File: src/rtl/tinker_mem_arbiter.sv
// tinker_mem_arbiter: one-at-a-time fixed-latency arbiter between instruction fetch and load/store for a single memory (optional address check: TINKER_ARB_ADDR_CHK_EN)
module tinker_mem_arbiter #(
  parameter int              MEM_LAT  = 1,
  parameter longint unsigned MEM_SIZE = 524288,
  parameter int              STARVE_N = 2
) (
  input  logic        clk,
  input  logic        reset_n,
  input  logic        if_req,
  input  logic [63:0] if_addr,
  output logic        if_gnt,
  output logic        if_rvalid,
  output logic [31:0] if_rdata,
  output logic        if_err,
  input  logic        dm_req,
  input  logic        dm_we,
  input  logic [63:0] dm_addr,
  input  logic [63:0] dm_wdata,
  output logic        dm_gnt,
  output logic        dm_rvalid,
  output logic        dm_wdone,
  output logic [63:0] dm_rdata,
  output logic        dm_err,
  output logic [63:0] mem_addr,
  output logic        mem_read_instr,
  output logic        mem_read_data,
  output logic        mem_write,
  output logic [63:0] mem_write_data,
  input  logic [31:0] mem_instr_in,
  input  logic [63:0] mem_data_in,
  output logic        busy
);
  typedef enum logic [2:0] {IDLE, RD, WR_SETUP, WR, RESP} state_t;
  state_t      state;
  logic [3:0]  lat;
  logic [2:0]  starve;
  logic        is_if;
  logic        force_if;
  logic        bad;
  logic        last;
  assign force_if = starve == 3'(STARVE_N);
  assign if_gnt   = reset_n && state == IDLE && if_req && (!dm_req || force_if);
  assign dm_gnt   = reset_n && state == IDLE && dm_req && !(if_req && force_if);
  assign busy     = state != IDLE;
  assign last     = lat == 4'(MEM_LAT - 1);
`ifdef TINKER_ARB_ADDR_CHK_EN
  assign bad = if_gnt ? (if_addr[1:0] != 2'b0 || {1'b0, if_addr} + 65'd4 > 65'(MEM_SIZE))
                      : (dm_addr[2:0] != 3'b0 || {1'b0, dm_addr} + 65'd8 > 65'(MEM_SIZE));
`else
  assign bad = 1'b0;
`endif
  // Count DM wins while IF is left waiting; IF is forced once the count saturates
  always_ff @(posedge clk or negedge reset_n) begin
    if (!reset_n) starve <= '0;
    else starve <= (!if_req || if_gnt) ? 3'd0 : (dm_gnt && !force_if) ? starve + 3'd1 : starve;
  end
  // Access sequencer: grant in IDLE, drive memory for MEM_LAT cycles, pulse one response
  always_ff @(posedge clk or negedge reset_n) begin
    if (!reset_n) begin
      state          <= IDLE;
      lat            <= '0;
      is_if          <= 1'b0;
      if_rvalid      <= 1'b0;
      if_rdata       <= '0;
      if_err         <= 1'b0;
      dm_rvalid      <= 1'b0;
      dm_wdone       <= 1'b0;
      dm_rdata       <= '0;
      dm_err         <= 1'b0;
      mem_addr       <= '0;
      mem_read_instr <= 1'b0;
      mem_read_data  <= 1'b0;
      mem_write      <= 1'b0;
      mem_write_data <= '0;
    end else begin
      if_rvalid <= 1'b0;
      if_err    <= 1'b0;
      dm_rvalid <= 1'b0;
      dm_wdone  <= 1'b0;
      dm_err    <= 1'b0;
      case (state)
        IDLE: if (if_gnt || dm_gnt) begin
          is_if <= if_gnt;
          lat   <= '0;
          if (bad) begin
            if_err <= if_gnt;
            dm_err <= dm_gnt;
            state  <= RESP;
          end else if (dm_gnt && dm_we) begin
            mem_addr       <= dm_addr;
            mem_write_data <= dm_wdata;
            state          <= WR_SETUP;
          end else begin
            mem_addr       <= if_gnt ? if_addr : dm_addr;
            mem_read_instr <= if_gnt;
            mem_read_data  <= dm_gnt;
            state          <= RD;
          end
        end
        RD: if (last) begin
          if_rdata       <= is_if ? mem_instr_in : if_rdata;
          dm_rdata       <= is_if ? dm_rdata : mem_data_in;
          if_rvalid      <= is_if;
          dm_rvalid      <= !is_if;
          mem_read_instr <= 1'b0;
          mem_read_data  <= 1'b0;
          state          <= RESP;
        end else lat <= lat + 4'd1;
        WR_SETUP: begin
          mem_write <= 1'b1;
          state     <= WR;
        end
        WR: if (last) begin
          mem_write <= 1'b0;
          dm_wdone  <= 1'b1;
          state     <= RESP;
        end else lat <= lat + 4'd1;
        RESP: state <= IDLE;
        default: state <= IDLE;
      endcase
    end
  end
endmodule

File: config.mk
export PLATFORM = sky130hd
export DESIGN_NAME = tinker_mem_arbiter
export DESIGN_NICKNAME = d
export VERILOG_FILES = /design/src/rtl/tinker_mem_arbiter.sv
export SDC_FILE = /design/constraint.sdc
export NUM_CORES = 1
export LEC_CHECK = 0
export CAP_MARGIN = 20
export CORE_AREA = 10 10 199 201
export DETAILED_ROUTE_END_ITERATION = 6
export DIE_AREA = 0 0 209 211
export GPL_TIMING_DRIVEN = 0
export PLACE_DENSITY_LB_ADDON = 0.3
export SLEW_MARGIN = 5
export SYNTH_ARGS = -nofsm -noshare
export SYNTH_HDL_FRONTEND = slang
export SYNTH_SLANG_ARGS = --single-unit
File: constraint.sdc
create_clock -name clk -period 2 [get_ports clk]
set_input_delay 0.4 -clock clk [delete_from_list [all_inputs] [get_ports clk]]
set_output_delay 0.4 -clock clk [all_outputs]
set_load 0.03 [all_outputs]
==> metrics.txt, run 1 <==
yosys synthesis warning count 0; Min-Delay Path Class in -> async; failing checks negative hold slack, negative setup slack; Post-synth top cells dfrtp_1, mux2_2, o21ai_0; sequential area share after synthesis 0.6188; Syn Inst Count 709; outcome complete, but fails checks; #FFs+latches synth 241; Final Skew 0.01616 ns; Placer Congestion 0.7917; number of flops mapped to enable cells by yosys 0; root buffer cell clkbuf_16; largest cells by area after synthesis dfrtp_1, mux2_2, mux2i_1; Netlist cell types 40; fin nets 1632; CTS buffer count 29; P_leak 0.008953 µW; Clock Tree Buf Depth 3; Slowest cell on crit path or4b_4; Crit path required time 1.60 ns; FP Rows 69; Die X 209 µm; post-detailed-routing wire length 40.33 mm; pin count of the biggest net entering global routing 55; Routed WL per cell 22.16 µm; CTS tree yes; initial DRC count 235; Pre-antenna DRT Iters 4; hpwl dp 29.87 mm; Final setup viols 6; fillers 3156; synth-to-layout area growth 85.13%; port buffer count 525; Pins Over Slew Limit 0; Reg area 6035 µm²; fin util 0.5097; M1 GR Usage 0.1925; GR Layer Usage met3 0.05648; count leader, synth dfrtp_1; Synth Flop Type dfrtp_1; fin crit period 2.267 ns; setup ws final -0.2671 ns; crit path kind reg -> out; total power draw 29210 µW; GRT overflow 0; Syn Std Cell Area 9746 µm²; CP arrival 1.87 ns; startpoint types register; RSZ-0062 raised after global routing yes; IO Pins 528; layer with the highest usage met2; first-pass GRT wire length 58.74 mm; Worst-Margin Slew 0.9672 ns; DR vias/cell 4.448; biggest area consumer among synthesized cells dfrtp_1; Slew headroom 0.3531; layout cell share with drive strength beyond 1 0.2518; vias after detailed routing 8096; final hold violation count 24; CTS Hold Buffers Added 6; Worst Setup End Kind output pin; Die Y 211 µm; Post-route DRC 0; CP Cell Sequence or4b_4 -> nor2_4 -> buf_6; CTS sink cnt 241; GRT Resource Usage Total 0.1716; CTS clock-pin slew for the worst setup and hold paths 0.06 ns; P per Cell Area 1619 nW/µm²; Clk Latency, worst-skew pair 0.55 ns; met2 Use GR 0.3070; DRT antenna net count 0; Mean Syn Cell Area 13.75 µm²; asr flop ratio synth 1.000; Final Cycle Share 1.134; vias in the first global route 8853; f_max 441.1 MHz; core footprint 35400 µm²; area occupied by multi-input gates 3801 µm²; CP max FO 9; H-tree depth 1; Max-cap violations 0; hold slack -0.03779 ns; initial antenna violation count 1; CP max stage delay 0.54 ns; Initial Util 0.2753; die footprint 44100 µm²; peak supply drop 967.6 µV; Synth top area share 0.6188
## cells by family (layout without fill, tap and decap cells)
logic type      Yosys count  count (layout)  share of synthesized area
other cells               1               3                  0.0003848
buf+inv                  49             697                    0.02696
fa+ha+maj                 4               4                   0.005136
compound gates           86              86                    0.04673
mux                     225             225                     0.2516
simple gates            103             103                    0.05033
flops                   241             241                     0.6188
## metrics by stage
step	cells	hold slack [ns]	TNS [ns]	area, µm²	worst slack (ns)
2_1_floorplan	710	0.1044	0	9752	0.02828
5_1_grt	1820	-0.04381	-5.349	18040	-0.3349
3_5_place_dp	1698	0.3043	-243.69	15640	-1.855
6_report	1820	-0.03779	-0.4679	18040	-0.2671
4_1_cts	1810	-0.03510	-13.58	17720	-0.2872
3_3_place_gp	1696	0.4638	-3945.60	15580	-10.38
## worst max-delay path: cells and delay by family (launching register included)
kind | cells | cell delay, ns
buffers and inverters | 1 | 0.15
and+or+nand+nor | 2 | 0.68
DFF | 1 | 0.50
## worst paths after layout
path / start / end / slack [ns] / cells after the start
worst max-delay path: state[2] / if_gnt / -0.27 / 3
worst min-delay path: reset_n / mem_write_data[20] / -0.04 / 3
worst max register to register: lat[0] / if_rdata[24] / -0.01 / 8
worst min register to register: mem_addr[20] / mem_addr[20] / 0.47 / 2
max in group asynchronous: reset_n / dm_rdata[46] / 0.81 / 2
min in group clk: mem_instr_in[5] / if_rdata[5] / 0.46 / 2
## metal layers
layer | routed length, µm | vias to the layer above | part of all wire
met5 | 0 | - | 0
met3 | 3053 | 49 | 0.076
met2 | 21200 | 286 | 0.53
met1 | 15260 | 4021 | 0.38
li1 | - | 3740 | -
met4 | 815 | 0 | 0.020
## what timing repair did
| item | 4_1_cts | 5_1_grt |
|---|---|---|
| pin swaps | 8 | 7 |
| setup endpoints to repair | 420 | 276 |
| setup buffers | 40 | 14 |
| resized for setup | 334 | 99 |
| endpoints found under the hold margin | 51 | 24 |
| gates cloned | 13 | 5 |
## registers in the layout (all words and copies together), names as in the netlist, 3 cells and up
signal,cells
dm_rdata,64
if_rdata,32
lat,4
mem_addr,64
mem_write_data,64
starve,3
state,3
## report_power, final
group	switching, µW	internal [µW]	leakage (µW)
Clock	2070	3330	0.000501
Combinational	8720	6560	0.00553
Sequential	1240	7280	0.00292
Total	12000	17200	0.00895
## placed cells by master (no fill, tap or decap), drive strengths merged, types with 3 or more instances in the layout
| cell | n |
|---|---|
| dlygate4sd3 | 4 |
| nand4 | 3 |
| nor2 | 9 |
| mux2i | 65 |
| clkdlybuf4s50 | 292 |
| dfrtp | 241 |
| o21ai | 74 |
| clkinv | 5 |
| ha | 4 |
| nand2 | 69 |
| nand3 | 5 |
| dlymetal6s2s | 46 |
| clkbuf | 56 |
| nand2b | 4 |
| buf | 94 |
| bufbuf | 6 |
| dlygate4sd2 | 183 |
| nor3 | 3 |
| mux2 | 160 |
| inv | 9 |
## area by class of cell
type	instances	share of cell area
repair buffers	598	0.3436
flip-flops and latches	241	0.3345
multi-input cells	420	0.2107
clock buffers	45	0.04965
well taps	461	0.03197
plain buffers	38	0.02219
clock inverters	9	0.005825
inverters	7	0.001456
diodes	1	0.0001387
Note: power is estimated with default switching activity, not from simulation.
==> run 2, diff against run 1 <==
--- a/config.mk
+++ b/config.mk
@@ -11,6 +11,7 @@
 export DIE_AREA = 0 0 209 211
 export GPL_TIMING_DRIVEN = 0
 export PLACE_DENSITY_LB_ADDON = 0.3
+export SKIP_CTS_REPAIR_TIMING = 1
 export SLEW_MARGIN = 5
 export SYNTH_ARGS = -nofsm -noshare
 export SYNTH_HDL_FRONTEND = slang
==> run 2 against run 1 <==
  * The flow still finishes with violations (negative hold slack, negative setup slack)
  * Clock power about the same
  * Cell area grew 3.4%
  * Sequential power barely moved
  * Final cell count shrank 0.33%
  * Die area unchanged
  * Critical path depth is the same
  * Register-to-register slack lost 0.09 ns
  * Power is 3.4% higher
  * Hold slack improved by 0.011 ns
  * Routed wire length rose by 1.5%
  * Critical endpoint unchanged
  * Largest cell class unchanged
  * Highest routed layer unchanged
==> metrics.txt, run 2 (synthesis gave the netlist of run 1 again) <==
layer with the highest usage met2; root buffer cell clkbuf_16; met2 Use GR 0.2832; Worst Setup End Kind output pin; initial antenna violation count 0; Slowest cell on crit path or4b_4; DR vias/cell 4.443; M1 GR Usage 0.1742; setup ws final -0.3243 ns; hpwl dp 29.87 mm; vias in the first global route 8395; CP arrival 1.92 ns; total power draw 30210 µW; Initial Util 0.2753; Top Registers dm_rdata: 64 flops, mem_addr: 64 flops, mem_write_data: 64 flops; CTS sink cnt 241; final non-filler cell total 1814; CP max stage delay 0.62 ns; Placer Congestion 0.7917; fin crit period 2.324 ns; n_diodes 0; core footprint 35400 µm²; Final setup viols 73; outcome complete, but fails checks; layout cell share with drive strength beyond 1 0.2461; die footprint 44100 µm²; post-detailed-routing wire length 40.93 mm; synth-to-layout area growth 91.38%; pre-CTS WS -1.855 ns; Post-route DRC 0; first-pass GRT wire length 54.36 mm; H-tree depth 1; DRT antenna net count 0; CTS clock-pin slew for the worst setup and hold paths 0.06 ns; GRT overflow 0; Worst-Margin Slew 0.6422 ns; pin count of the biggest net entering global routing 109; fin util 0.5269; GR Layer Usage met3 0.05781; CP Cell Sequence or4b_4 -> nor2_4 -> buf_6; Crit path required time 1.60 ns; failing checks negative hold slack, negative setup slack; IO Pins 528; fin nets 1627; Max-cap violations 0; CP max FO 7; Clk Latency, worst-skew pair 0.55 ns; Clock Tree Buf Depth 3; Final Cycle Share 1.162; P_leak 0.01050 µW; crit path kind reg -> out; most frequent cells in the layout clkdlybuf4s50_1, dfrtp_1, dlymetal6s2s_1, mux2_2; cell count after placement 1698; RSZ-0062 raised after global routing yes; final hold violation count 24; f_max 430.2 MHz; Routed WL per cell 22.56 µm; initial DRC count 278; vias after detailed routing 8059; CTS tree yes; Die X 209 µm; Min-Delay Path Class in -> async; hold slack -0.02673 ns; commonest non-fill, non-tap cell in the layout clkdlybuf4s50_1; FP Rows 69; startpoint types register; Die Y 211 µm; GRT Resource Usage Total 0.1579; P per Cell Area 1620 nW/µm²; port buffer count 525; peak supply drop 1048 µV; Final Skew 0.01384 ns; Pre-antenna DRT Iters 4; Slew headroom 0.5704; Pins Over Slew Limit 0; CTS buffer count 29
[run 2: cell types whose count changed in the layout (fill, tap and decap cells not counted), moves of 2 or more]
cell            before  now
clkbuf_16           34   45
o21ai_0             67   69
mux2_2             104  107
buf_16               6    4
buf_12              15   13
mux2_4              56   53
dlygate4sd2_1      183    0
buf_6               17   19
dlymetal6s2s_1      46  230
o21ai_1              5    3
buf_4               39   29
bufbuf_16            6    0
[run 2: layout make-up]
| cell class | count | area (µm²) |
|---|---|---|
| clock buffers | 45 | 895.9 |
| multi-input cells | 420 | 3771 |
| well taps | 461 | 576.8 |
| inverters | 7 | 26.28 |
| plain buffers | 40 | 436.7 |
| repair buffers | 591 | 6805 |
| flip-flops and latches | 241 | 6035 |
| fillers | 3002 | 16740 |
| clock inverters | 9 | 105.1 |
[run 2: worst max-delay path, delay by kind of cell (launching register included)]
family | cells | cell delay (ns)
buffers and inverters | 1 | 0.15
flip-flops | 1 | 0.48
AND/OR/NAND/NOR | 2 | 0.75
[run 2: path summary, 6_finish.rpt]
path / cells after the start / slack, ns / start / end
max: 3 / -0.32 / state[1] / if_gnt
min: 3 / -0.03 / reset_n / mem_write_data[26]
max reg2reg: 9 / -0.10 / lat[1] / if_rdata[11]
min reg2reg: 2 / 0.47 / mem_addr[30] / mem_addr[30]
max in group asynchronous: 4 / 0.94 / reset_n / mem_write_data[7]
min in group clk: 2 / 0.46 / dm_wdata[41] / mem_write_data[41]
[run 2: stage by stage]
stage,TNS [ns],instance area (µm²)
floorplan,0,9752
global placement,-3945.60,15580
detailed placement,-243.69,15640
CTS,-168.07,16640
global route,-13.88,18650
finish,-3.646,18650
[run 2: metal layers]
| metal | vias up | share of wire |
|---|---|---|
| met1 | 4003 | 0.37 |
| li1 | 3727 | - |
| met5 | - | 0 |
| met2 | 282 | 0.53 |
| met3 | 47 | 0.084 |
| met4 | 0 | 0.020 |
[run 2: power by group]
| part | internal, µW | switching, µW |
|---|---|---|
| clock network | 3330 | 2060 |
| registers | 7280 | 1260 |
| logic | 7570 | 8710 |
